$ cat src/rtl/action_ram_ctrl.sv
// rtl/action_ram_ctrl.sv - action table RAM with registered read and clear sequencer (option: ACTION_RAM_BYPASS_EN)
module action_ram_ctrl #(
  parameter int                DATA_W   = 16,
  parameter int                ADDR_W   = 8,
  parameter int                DEPTH    = 256,
  parameter logic [DATA_W-1:0] INIT_VAL = '0
) (
  input  logic              clock,
  input  logic              reset_n,
  input  logic              write_enable,
  input  logic [ADDR_W-1:0] write_address,
  input  logic [DATA_W-1:0] d_in,
  input  logic              read_enable,
  input  logic [ADDR_W-1:0] read_address,
  input  logic              clear_request,
  output logic [DATA_W-1:0] d_out,
  output logic              d_out_valid,
  output logic              busy
);

  localparam logic [ADDR_W-1:0] LAST_ADDR = ADDR_W'(DEPTH - 1);
  localparam logic [ADDR_W:0]   DEPTH_V   = (ADDR_W + 1)'(DEPTH);

  typedef enum logic {CLEAR, READY} state_t;

  state_t            state;
  logic [ADDR_W-1:0] clear_cnt;
  logic [DATA_W-1:0] mem [DEPTH];

  logic              wr_in_range;
  logic              rd_in_range;
  logic              accept;
  logic              mem_we;
  logic [ADDR_W-1:0] mem_addr;
  logic [DATA_W-1:0] mem_data;
  logic [DATA_W-1:0] rd_word;

  assign wr_in_range = {1'b0, write_address} < DEPTH_V;
  assign rd_in_range = {1'b0, read_address} < DEPTH_V;
  // user accesses only count in READY and lose to a clear request on the same edge
  assign accept      = reset_n && (state == READY) && !clear_request;

  // single write port shared between the clear sequencer and user writes; idle during reset
  always_comb begin
    mem_we   = 1'b0;
    mem_addr = clear_cnt;
    mem_data = INIT_VAL;
    if (reset_n) begin
      if (state == CLEAR) begin
        mem_we = 1'b1;
      end else if (accept && write_enable && wr_in_range) begin
        mem_we   = 1'b1;
        mem_addr = write_address;
        mem_data = d_in;
      end
    end
  end

  // word returned by a read this edge; out-of-range reads yield zero
  always_comb begin
    rd_word = '0;
    if (rd_in_range) begin
`ifdef ACTION_RAM_BYPASS_EN
      if (write_enable && wr_in_range && (write_address == read_address))
        rd_word = d_in;
      else
        rd_word = mem[read_address];
`else
      rd_word = mem[read_address];
`endif
    end
  end

  // storage array, kept free of reset so it maps onto block RAM
  always_ff @(posedge clock) begin
    if (mem_we)
      mem[mem_addr] <= mem_data;
  end

  // clear/ready sequencer with registered read data, valid and busy
  always_ff @(posedge clock) begin
    if (!reset_n) begin
      state       <= CLEAR;
      clear_cnt   <= '0;
      d_out       <= '0;
      d_out_valid <= 1'b0;
      busy        <= 1'b1;
    end else begin
      case (state)
        CLEAR: begin
          d_out_valid <= 1'b0;
          if (clear_cnt == LAST_ADDR) begin
            state     <= READY;
            clear_cnt <= '0;
            busy      <= 1'b0;
          end else begin
            clear_cnt <= clear_cnt + 1'b1;
            busy      <= 1'b1;
          end
        end
        READY: begin
          if (clear_request) begin
            state       <= CLEAR;
            clear_cnt   <= '0;
            busy        <= 1'b1;
            d_out_valid <= 1'b0;
          end else if (read_enable) begin
            d_out       <= rd_word;
            d_out_valid <= 1'b1;
          end else begin
            d_out_valid <= 1'b0;
          end
        end
        default: begin
          state <= CLEAR;
          busy  <= 1'b1;
        end
      endcase
    end
  end

endmodule

$ cat config.mk
export PLATFORM = sky130hd
export DESIGN_NAME = action_ram_ctrl
export DESIGN_NICKNAME = d
export VERILOG_FILES = /design/src/rtl/action_ram_ctrl.sv
export SDC_FILE = /design/constraint.sdc
export NUM_CORES = 2
export LEC_CHECK = 0
export BUFFER_PORTS_ARGS = -buffer_cell sky130_fd_sc_hd__buf_2
export CAP_MARGIN = 20
export CORE_MARGIN = 10
export CORE_UTILIZATION = 50
export CTS_CLUSTER_DIAMETER = 60
export DETAILED_ROUTE_END_ITERATION = 8
export PLACE_DENSITY = 0.71
export SLEW_MARGIN = 25
export SYNTH_ARGS = -nofsm -noshare
export SYNTH_HDL_FRONTEND = slang
export SYNTH_SLANG_ARGS = --single-unit
$ cat constraint.sdc
create_clock -name clock -period 14.5 [get_ports clock]
set_clock_uncertainty 0.15 [all_clocks]
set_input_delay 2.9 -clock clock [delete_from_list [all_inputs] [get_ports clock]]
set_output_delay 2.9 -clock clock [all_outputs]
set_load 0.01 [all_outputs]
## After elaboration in Yosys (flattened, before gate mapping)

Memories as Yosys holds them, arrays and structs flattened. A register that Yosys moved wholly into a read port is not among the register bits.
Cells that the tools add are included.

| word-level totals | value |
|---|---|
| register bits after elaboration | 11 |
| memory bits (writable) | 4096 |
| output and inout bits | 18 |
| word-level logic and storage cells | 39 |
| memories | 1 |

Memories:

| name | words | width | rd ports | clocked after memory_dff | write ports | RTL line | source |
|---|---|---|---|---|---|---|---|
| mem | 256 | 16 | 1 | 1 | 1 | 28 | `logic [DATA_W-1:0] mem [DEPTH];` |

| operators by class | value |
|---|---|
| add/subtract/negate cells | 1 |
| equality and inequality tests | 2 |
| mux-type cells | 23 |
| bitwise gates (word level) | 2 |
| reduce and logical (&&, ||, !) cells | 6 |

Operators by type and width:

| kind | count |
|---|---|
| $mux W16 | 3 |
| $mux W8 | 5 |
| $pmux W8 S2 | 1 |
| $mux W1 | 11 |
| $add A8 B1 Y8 const B | 1 |
| $eq A8 B8 Y1 const B | 1 |
| $pmux W1 S2 | 3 |
| $logic_and A1 B1 Y1 | 3 |
| $reduce_and A3 Y1 | 1 |
| $logic_not A1 Y1 | 2 |
| $ne A2 B2 Y1 const B | 1 |
| $not A1 Y1 | 2 |

## Logic depth before layout (Yosys ltp)

| logic depth | value |
|---|---|
| depth after elaboration | 8 |
| mapped depth | 13 |
| depth with buffers taken out | 7 |

## Least setup slack after synthesis

Ideal clock, no wire load.

| timing path | value |
|---|---|
| path kind | input -> register |
| from | input port clear_request |
| to | memory mem[0][10], data pin |
| data arrival time | 7216 ps |
| required time | 13480 ps |
| setup slack | 6264 ps |
| cell stages on the path | 6 |
| path buffers | 3 |
| cell sequence | nor2b_1 and3_1 clkbuf_1 clkbuf_1 clkbuf_1 and2_1 |

| on the way | value |
|---|---|
| cells in the longest elaborated chain, start to end | 6 |

RTL lines:

| item | RTL line | source |
|---|---|---|
| start, declared | 15 | `input logic clear_request,` |
| $logic_not A1 Y1 | 41 | `assign accept = reset_n && (state == READY) && !clear_request;` |
| $logic_and A1 B1 Y1 | 41 |  |
| $logic_and A1 B1 Y1 | 51 | `end else if (accept && write_enable && wr_in_range) begin` |
| $mux W16 | 51 |  |
| $mux W16 | 49 | `if (state == CLEAR) begin` |
| $mux W16 | 48 | `if (reset_n) begin` |
| net mem_data[10] | 35 | `logic [DATA_W-1:0] mem_data;` |
| end, declared | 28 |  |

The timed path passes the listed nets, and every way through them passes these cells.

==> flow_metrics.env <==
export IMPL_path_clk_slew_ns=0.06
export IMPL_cts_setup_buffers=0
export IMPL_num_vias=82720
export IMPL_route_detailed_drc=0
export IMPL_slew_headroom_pct=16.9
export IMPL_synth_area_leader_cell="edfxtp_1"
export IMPL_ctsHoldBuffers=0
export IMPL_async_flop_share_pct=0
export IMPL_cts_buffers=405
export IMPL_p_per_area_nw_per_um2=134
export IMPL_wl_per_cell_um=36.3
export IMPL_post_layout_total_power_uw=24000
export IMPL_crit_type="in2reg"
export IMPL_grt_start_max_net_pins=193
export IMPL_grt_pass1_vias=80826
export IMPL_synthFlopType="edfxtp_1"
export IMPL_grt_ovfl_total=0
export IMPL_multi_input_comb_area_um2=33500
export IMPL_path_max_fanout=36
export IMPL_syn_inst=7463
export IMPL_setup_viol=0
export IMPL_clkLatencyLatePin_ns=1.00
export IMPL_drive_gt1_share_pct=24.6
export IMPL_dieArea_um2=342000
export IMPL_hold_violations=0
export IMPL_holdWs_ns=0.293
export IMPL_ioPinCount=55
export IMPL_syn_avg_cell_area_um2=21.4
export IMPL_vdd_drop_max_mv=0.116
export IMPL_yosys_warnings=0
export IMPL_cts_htree_levels=5
export IMPL_layout_cells_most_common_list="edfxtp_1 (4096), mux4_2 (862), mux2i_1 (429)"
export IMPL_syn_nets=7501
export IMPL_root_buffer="clkbuf_16"
export IMPL_syn_area_um2=160000
export IMPL_antenna_found_initial=30
export IMPL_tns_ns=0
export IMPL_cts_tree="done"
export IMPL_finalCritPeriodShare_pct=50.2
export IMPL_synth_seq_area_share_pct=77.3
export IMPL_wirelength_mm=451
export IMPL_firstDrtPassIters=6
export IMPL_cts_sinks=4123
export IMPL_grt_pass1_wl_mm=632
export IMPL_synthTopCellsByArea="edfxtp_1 (77%), mux4_2 (12%), mux2i_1 (2.7%)"
export IMPL_final_nets=7939
export IMPL_slew_viol_final=0
export IMPL_antenna_left=0
export IMPL_status="finished, final reports clean"
export IMPL_grtUsageTotal_pct=25.9
export IMPL_crit_arrival_ns=8.01
export IMPL_clockBufferDepth=4
export IMPL_synth_edf_count=4096
export IMPL_rows=207
export IMPL_post_route_min_period_ns=7.27
export IMPL_die_x_um=585
export IMPL_rsz0062_at_grt="false"
export IMPL_worst_slew_pin_slew_ns=1.23
export IMPL_hold_class="reg2reg"
export IMPL_routabilityCongestion=0.897
export IMPL_synth_cell_type_count=75
export IMPL_fill_cells=22666
export IMPL_max_cap_violations=0
export IMPL_post_cts_resized=0
export IMPL_cp_data_required_time_ns=15.23
export IMPL_routed_via_density=6.66
export IMPL_final_common_cell="edfxtp_1"
export IMPL_start_kind="input port"
export IMPL_ys_ff_latch=4123
export IMPL_core_area_um2=318000
export IMPL_areaGrowthSynthToFinish_pct=12.3
export IMPL_crit_path_end_kind="register"
export IMPL_p_leak_uw=0.0666
export IMPL_seq_area_um2=124000
export IMPL_initial_core_util_pct=50.2
export IMPL_synth_top_area_share_pct=77.0
export IMPL_initialDrtViolationCount=12943
export IMPL_die_height_um=585
export IMPL_hpwl_mm=270
export IMPL_fmax_mhz=137
export IMPL_io_buffers=54
-- metal layers --
metal | wire (µm) | global-route usage [%] | vias up
li1 | - | - | 32250
met1 | 156000 | 34.8 | 43287
met2 | 208000 | 39.3 | 6083
met3 | 58600 | 6.54 | 1084
met4 | 28800 | 13.8 | 16
met5 | 102 | 0 | -
-- registers in the layout (all words and copies together) (netlist names) --
register,count
busy,1
clear_cnt,8
d_out,16
d_out_valid,1
mem,4096
state,1
-- cell usage after synthesis (73+ instances only) --
library cell,number
mux4_2,862
nor2_1,357
a21oi_1,84
clkbuf_1,143
nand3_1,73
a22oi_1,80
buf_2,129
mux2i_1,429
o22ai_1,147
nand2_1,232
o221ai_1,81
edfxtp_1,4096
-- final timing paths --
path / depth (start not counted) / slack, ns / to / start
max: 11 / 7.23 / d_out[14]$_SDFFE_PN0P_ / read_address[2]
max reg2reg: 7 / 9.46 / mem[18][9]$_DFFE_PP_ / state$_SDFF_PN0_
min: 2 / 0.29 / busy$_SDFFE_PN1P_ / busy$_SDFFE_PN1P_
min reg2reg: 2 / 0.29 / busy$_SDFFE_PN1P_ / busy$_SDFFE_PN1P_
-- worst max-delay path, stage by stage --
cell      delay (ns)
clkbuf_8        0.34
buf_4           0.52
buf_4           0.58
nand2_2         0.52
buf_4           0.49
o221ai_1        0.30
nor3_1          0.18
or4_1           0.76
nor4_2          0.95
buf_4           0.24
a211o_1         0.10
-- logic make-up after synthesis --
logic type / count (synthesis) / share of synthesized area (%)
AOI/OAI and AO/OA: 685 / 3.00
adders and majority gates: 1 / 0.00783
buffers and inverters: 444 / 2.04
DFF: 4123 / 77.3
muxes: 1313 / 15.1
and+or+nand+nor: 897 / 2.54
-- cell type report --
cell class | count | area share, %
Inverter | 4 | 0.0140
Sequential cell | 4123 | 68.9
Timing Repair Buffer | 471 | 2.11
Multi-Input combinational cell | 2896 | 18.7
Antenna cell | 14 | 0.0195
Clock buffer | 511 | 5.93
Clock inverter | 228 | 1.48
Tap cell | 4180 | 2.92
-- where the power goes --
group	switching, µW	total [µW]	internal (µW)
clock network	4530	10500	5950
registers	3.06	12900	12900
logic	447	640	193
total	4980	24000	19100
-- through the flow --
step | cell area [µm²] | std cells | worst slack [ns] | utilization [%]
finish | 179000 | 12427 | 7.23 | 56.4
global route | 179000 | 12415 | 7.18 | 56.4
CTS | 179000 | 12409 | 7.47 | 56.3
detailed placement | 166000 | 11670 | 6.52 | 52.1
global placement | 166000 | 11665 | 6.10 | 52.1
floorplan | 160000 | 7463 | 6.26 | -
Note: power is estimated with default switching activity, not from simulation.
